[src/rtl/i2c_scl_timing_gen.sv]
// SCL generator for the I2C master. It provides a standard/fast rate select and open-drain drive,
// tracks slave clock stretching with a timeout, and issues mid-LOW/mid-HIGH strobes for the bit engine.
module i2c_scl_timing_gen #(
   parameter int CLK_FREQ_HZ = 50_000_000,
   parameter int SCL_STD_HZ  = 100_000,
   parameter int SCL_FAST_HZ = 400_000,
   parameter int TIMEOUT_CYC = 1_250_000
) (
   input  logic fpga_clock,
   input  logic fpga_rst_n,
   input  logic scl_en,
   input  logic fast_mode,
   input  logic scl_in,
   output logic scl_drive_low,
   output logic scl_rise_stb,
   output logic scl_fall_stb,
   output logic change_stb,
   output logic sample_stb,
   output logic stretching,
   output logic stretch_timeout,
   output logic busy
);
   // state     | meaning
   // IDLE      | SCL released, waiting for scl_en
   // LOW       | master drives SCL low for HALF cycles
   // HIGH_WAIT | SCL released, waiting for the pad to read high (stretch)
   // HIGH      | SCL high, HALF-2 cycles (HIGH_WAIT covers the other 2)
   // ERR       | stretch timed out, SCL released until scl_en drops
   localparam logic [2:0] S_IDLE  = 3'd0;
   localparam logic [2:0] S_LOW   = 3'd1;
   localparam logic [2:0] S_HWAIT = 3'd2;
   localparam logic [2:0] S_HIGH  = 3'd3;
   localparam logic [2:0] S_ERR   = 3'd4;

   localparam int HALF_STD  = CLK_FREQ_HZ / (2 * SCL_STD_HZ);
   localparam int HALF_FAST = CLK_FREQ_HZ / (2 * SCL_FAST_HZ);
   localparam int HALF_MAX  = (HALF_STD > HALF_FAST) ? HALF_STD : HALF_FAST;
   localparam int CW        = $clog2(HALF_MAX + 1);
   localparam int SW        = $clog2(TIMEOUT_CYC);

   localparam logic [CW-1:0] HALF_STD_W  = CW'(HALF_STD);
   localparam logic [CW-1:0] HALF_FAST_W = CW'(HALF_FAST);
   localparam logic [SW-1:0] STR_LAST    = SW'(TIMEOUT_CYC - 1);

   generate
      if (HALF_STD < 8 || HALF_FAST < 8) begin : g_bad_half
         $error("i2c_scl_timing_gen: half period below 8 clocks");
      end
      if (TIMEOUT_CYC < 4) begin : g_bad_timeout
         $error("i2c_scl_timing_gen: TIMEOUT_CYC below 4");
      end
   endgenerate

   logic [2:0]    state_q, state_d;
   logic          mode_q, mode_d;
   logic [CW-1:0] cnt_q, cnt_d;
   logic [SW-1:0] str_cnt_q, str_cnt_d;
   logic          scl_meta_q;
   logic [CW-1:0] half_q, half_d;

   logic scl_drive_low_q, scl_drive_low_d;
   logic scl_rise_stb_q, scl_rise_stb_d;
   logic scl_fall_stb_q, scl_fall_stb_d;
   logic change_stb_q, change_stb_d;
   logic sample_stb_q, sample_stb_d;
   logic stretching_q, stretching_d;
   logic stretch_timeout_q, stretch_timeout_d;
   logic busy_q, busy_d;

   assign half_q = mode_q ? HALF_FAST_W : HALF_STD_W;
   assign half_d = mode_d ? HALF_FAST_W : HALF_STD_W;

   always_comb begin
      state_d   = state_q;
      mode_d    = mode_q;
      cnt_d     = cnt_q;
      str_cnt_d = str_cnt_q;
      case (state_q)
         S_IDLE: begin
            if (scl_en) begin
               state_d = S_LOW;
               mode_d  = fast_mode;
               cnt_d   = '0;
            end
         end
         S_LOW: begin
            if (cnt_q == half_q - CW'(1)) begin
               state_d   = S_HWAIT;
               cnt_d     = '0;
               str_cnt_d = '0;
            end else begin
               cnt_d = cnt_q + CW'(1);
            end
         end
         // scl_meta_q is the first synchroniser stage; the state register is the second,
         // which gives the two-cycle release-to-HIGH latency in loopback.
         S_HWAIT: begin
            if (scl_meta_q) begin
               state_d = S_HIGH;
               cnt_d   = '0;
            end else if (str_cnt_q == STR_LAST) begin
               state_d = S_ERR;
            end else begin
               str_cnt_d = str_cnt_q + SW'(1);
            end
         end
         S_HIGH: begin
            if (cnt_q == half_q - CW'(3)) begin
               cnt_d = '0;
               if (scl_en) begin
                  state_d = S_LOW;
                  mode_d  = fast_mode;
               end else begin
                  state_d = S_IDLE;
               end
            end else begin
               cnt_d = cnt_q + CW'(1);
            end
         end
         S_ERR: begin
            if (!scl_en) state_d = S_IDLE;
         end
         default: state_d = S_IDLE;
      endcase
   end

   // Outputs are decoded from the next state so each strobe lands in the first cycle of its state.
   always_comb begin
      scl_drive_low_d   = (state_d == S_LOW);
      scl_fall_stb_d    = (state_d == S_LOW) && (cnt_d == '0);
      change_stb_d      = (state_d == S_LOW) && (cnt_d == (half_d >> 1));
      scl_rise_stb_d    = (state_d == S_HIGH) && (cnt_d == '0);
      sample_stb_d      = (state_d == S_HIGH) && (cnt_d == ((half_d - CW'(2)) >> 1));
      stretching_d      = (state_d == S_HWAIT) && (str_cnt_d >= SW'(2));
      stretch_timeout_d = (state_d == S_ERR);
      busy_d            = (state_d == S_LOW) || (state_d == S_HWAIT) || (state_d == S_HIGH);
   end

   always_ff @(posedge fpga_clock or negedge fpga_rst_n) begin
      if (!fpga_rst_n) begin
         state_q           <= S_IDLE;
         mode_q            <= 1'b0;
         cnt_q             <= '0;
         str_cnt_q         <= '0;
         scl_meta_q        <= 1'b1;
         scl_drive_low_q   <= 1'b0;
         scl_rise_stb_q    <= 1'b0;
         scl_fall_stb_q    <= 1'b0;
         change_stb_q      <= 1'b0;
         sample_stb_q      <= 1'b0;
         stretching_q      <= 1'b0;
         stretch_timeout_q <= 1'b0;
         busy_q            <= 1'b0;
      end else begin
         state_q           <= state_d;
         mode_q            <= mode_d;
         cnt_q             <= cnt_d;
         str_cnt_q         <= str_cnt_d;
         scl_meta_q        <= scl_in;
         scl_drive_low_q   <= scl_drive_low_d;
         scl_rise_stb_q    <= scl_rise_stb_d;
         scl_fall_stb_q    <= scl_fall_stb_d;
         change_stb_q      <= change_stb_d;
         sample_stb_q      <= sample_stb_d;
         stretching_q      <= stretching_d;
         stretch_timeout_q <= stretch_timeout_d;
         busy_q            <= busy_d;
      end
   end

   assign scl_drive_low   = scl_drive_low_q;
   assign scl_rise_stb    = scl_rise_stb_q;
   assign scl_fall_stb    = scl_fall_stb_q;
   assign change_stb      = change_stb_q;
   assign sample_stb      = sample_stb_q;
   assign stretching      = stretching_q;
   assign stretch_timeout = stretch_timeout_q;
   assign busy            = busy_q;

endmodule

[config.mk]
export PLATFORM = sky130hd
export DESIGN_NAME = i2c_scl_timing_gen
export DESIGN_NICKNAME = d
export VERILOG_FILES = /design/src/rtl/i2c_scl_timing_gen.sv
export SDC_FILE = /design/constraint.sdc
export NUM_CORES = 1
export LEC_CHECK = 0
export BUFFER_PORTS_ARGS = -buffer_cell sky130_fd_sc_hd__clkbuf_2
export CORE_MARGIN = 2
export CORE_UTILIZATION = 45
export DETAILED_ROUTE_END_ITERATION = 16
export PLACE_DENSITY = 0.67
export REMOVE_ABC_BUFFERS = 1
export SYNTH_ARGS = -nofsm -noshare
export SYNTH_HDL_FRONTEND = slang
export SYNTH_SLANG_ARGS = --single-unit
[constraint.sdc]
create_clock -name fpga_clock -period 2.7 [get_ports fpga_clock]
set_input_delay 0.675 -clock fpga_clock [delete_from_list [all_inputs] [get_ports fpga_clock]]
set_output_delay 0.675 -clock fpga_clock [all_outputs]
set_load 0.005 [all_outputs]
==> impl_metrics.toml <==
[layout]
final_layout_size_suffix_gt1_share_pct = 21.4
insertedDiodeCount = 0
largest_register_ff_count = 21
seq_area_um2 = 1050
mostFrequentLayoutCells = "sky130_fd_sc_hd__dfrtp_1, sky130_fd_sc_hd__buf_4, sky130_fd_sc_hd__nand2_1"
fill_cells = 508
total_area_of_multi_input_combinational_cells_um2 = 1560
largestRegisters = "str_cnt_q: 21 flops, cnt_q: 8 flops, state_q: 3 flops"
final_core_util_pct = 53.1
synthToLayoutAreaGrowth_pct = 15.5
most_common_cell_after_layout_fill_and_taps_aside = "sky130_fd_sc_hd__dfrtp_1"
max_flop_register = "str_cnt_q"
nets_finish = 343
layout.cell_area.non_filler_um2 = 3110

[floorplanning]
dieArea_um2 = 6610
placeableCoreArea_um2 = 5850
starting_density_of_the_core_pct = 46.0
chipHeight_um = 81.3
io_pins = 13
num_rows = 28
die_x_um = 81.3

[global_routing]
number_of_antenna_violations_at_the_first_check_in_global_routing = 0
global_route_wire_length_before_repair_um = 12200
maximum_number_of_pins_on_one_net_before_global_route_repair = 43
number_of_global_route_vias_before_repair = 2348
grt.overflow.total = 0
globalRouteTotalUtil_pct = 24.3

[route]
detail_route.wl_per_cell_um = 17.8
drt_iter0_drc = 249
drcViolationCount = 0
postRouteAntennaNets = 0
via_count = 2622
vias_per_cell = 6.38
drt_pre_antenna_iters = 5
routed_wirelength_um = 7310

[timing]
final.period_utilization_pct = 95.2
final_period_minus_worst_setup_slack_ns = 2.57
finalSetupViolCount = 0
slew_headroom_pct = 63.2
max_clock_freq_mhz = 389
hold_viol = 0
fin_skew_ns = 0.00401
timing_worst_slew_pin_value_ns = 0.553
finalMaxSlewViolations = 0

[synthesis]
ys_warn_count = 0
netlist_area_um2 = 2690
ys_seq_area_share_pct = 39.1
synth_ff_type = "sky130_fd_sc_hd__dfrtp_1"
synth-compound-area-share_pct = 19.0
synthAdderAreaFrac_pct = 1.40
combinational_family_with_the_most_area_after_synthesis = "simple AND/OR/NAND/NOR gates"
synth_mux_area_share_pct = 2.33
netlist-cell-type-count = 63
share_of_the_synthesized_netlist_area_taken_by_xor_and_xnor_gates_pct = 1.30
synth_top_cell_by_area = "sky130_fd_sc_hd__dfrtp_1"
post_synth_main_area_contributors = "sky130_fd_sc_hd__dfrtp_1, sky130_fd_sc_hd__o21ai_0, sky130_fd_sc_hd__nand2_1, sky130_fd_sc_hd__nor2_1, sky130_fd_sc_hd__nand3_1"
syn-instance-count = 302
postSynth.asyncResetShare_pct = 100
synth_top_cell_area_share_pct = 38.1
post_synth.cell_area_avg_um2 = 8.91
post_synth_and_or_nand_nor_area_fraction_pct = 32.5
number_of_flops_mapped_to_enable_cells_by_yosys = 0
synth-seq-cells = 42

[placement]
globalplace.congestion = 0.949
dpl.hpwl_um = 5220
numPortBuffers = 12
detailed_place.area_um2 = 2970

[setup_path]
timing.critical_path.buf_inv = 1
critical-path-slowest-cell = "sky130_fd_sc_hd__or3b_2"
critical_path.max_fanout = 8
worst_setup_path_start_kind = "flip-flop"
required_ns = 2.91
timing.critical_path.max_delay_family = "simple AND/OR/NAND/NOR gates"
worstPathCellList = "buf_4, or3b_2, a21oi_1, a31oi_1, nor3b_2, mux2_2, mux2i_1, nor4b_2"
end_kind = "flip-flop"
slowest_delay_ns = 0.44
path_class = "reg -> reg"
timing.critical_path.arrival_ns = 2.78

[job]
total_of_max_cap_violations = 0

[worst_hold_path]
timing.hold.worst.class = "in -> async"

[cts]
insertion_delay_ns = 0.30
tritoncts = "done"
cts-htree-levels = 2
cts_inserted_buffers = 5
clock_pin_slew_on_the_worst_setup_and_hold_paths_ns = 0.08
clockBufferDepth = 2
clockRootBuffer = "sky130_fd_sc_hd__clkbuf_8"
cts_sinks = 42

[power]
power-per-cell-area_nw_per_um2 = 654
leakage_nw = 1.37
ir_drop_v = 0.000519

[outcome]
run_status = "complete, no violations"
-- per-layer routing --
layer | track usage, % | share of wire, % | vias to the layer above | routed length, um
met3 | 4.44 | 8.2 | 12 | 597
li1 | - | - | 1216 | -
met1 | 36.7 | 47 | 1254 | 3440
met2 | 34.5 | 43 | 140 | 3140
met4 | 8.31 | 1.9 | 0 | 138
met5 | 0 | 0 | - | 0
-- layout make-up --
type                       count  area share (%)
multi-input combinational    234            50.2
clock buffer                   6            2.66
sequential                    42            33.9
clock inverter                 2           0.403
inverter                      14            1.69
timing repair buffer          38            8.21
tap                           75            3.02
-- cell families after synthesis --
logic type / Yosys count
multiplexers: 6
AND/OR/NAND/NOR: 148
XOR/XNOR: 4
flip-flops: 42
adder cells (fa/ha/maj): 3
buffers and inverters: 27
AO/OA/AOI/OAI: 72
-- synth_stat cells (4+ instances only) --
cell / n
sky130_fd_sc_hd__dfrtp_1: 41
sky130_fd_sc_hd__nand2_1: 24
sky130_fd_sc_hd__nor2_1: 22
sky130_fd_sc_hd__o21ai_0: 20
sky130_fd_sc_hd__nand3_1: 15
sky130_fd_sc_hd__inv_1: 14
sky130_fd_sc_hd__and3_1: 11
sky130_fd_sc_hd__nor4_1: 11
sky130_fd_sc_hd__a21oi_1: 9
sky130_fd_sc_hd__clkbuf_1: 9
sky130_fd_sc_hd__a31oi_1: 8
sky130_fd_sc_hd__nor3_1: 8
sky130_fd_sc_hd__nand4_1: 7
sky130_fd_sc_hd__nor4b_1: 6
sky130_fd_sc_hd__nand2b_1: 5
sky130_fd_sc_hd__nand3b_1: 5
sky130_fd_sc_hd__or2_2: 5
sky130_fd_sc_hd__a21o_1: 4
sky130_fd_sc_hd__mux2i_1: 4
-- metrics by stage --
step,power [mW],hold WS (ns),cells,worst slack [ns],TNS [ns]
floorplan,1.27,0.379,289,0.203,0
global placement,1.54,0.552,401,0.114,0
detailed placement,1.55,0.580,401,0.0559,0
CTS,1.99,0.447,409,0.0299,0
global route,2.16,0.438,411,-0.0114,-0.0114
finish,2.03,0.440,411,0.130,0
-- where the power goes --
part | internal (mW) | switching (mW) | leakage [nW] | total [mW]
clock network | 0.206 | 0.229 | 0.0472 | 0.434
registers | 0.707 | 0.0958 | 0.557 | 0.803
logic | 0.378 | 0.417 | 0.764 | 0.795
-- path summary, 6_finish.rpt --
check	endpoint	cells past startpoint	start	slack [ns]
worst max register to register	sample_stb$_DFF_PN0_	8	mode_q$_DFF_PN0_	0.13
max in group asynchronous	str_cnt_q[4]$_DFF_PN0_	2	fpga_rst_n	1.88
worst max-delay path	sample_stb$_DFF_PN0_	8	mode_q$_DFF_PN0_	0.13
min in group fpga_clock	scl_meta_q$_DFF_PN1_	1	scl_in	0.45
worst min-delay path	cnt_q[7]$_DFF_PN0_	2	fpga_rst_n	0.44
worst min register to register	str_cnt_q[0]$_DFF_PN0_	2	str_cnt_q[0]$_DFF_PN0_	0.59
-- repair_timing --
action | CTS | global route
setup endpoints to repair | 0 | 5
hold buffers | 0 | 0
resized for setup | 0 | 8
buffers inserted | 0 | 1
Power figures use the tool's default switching activity.
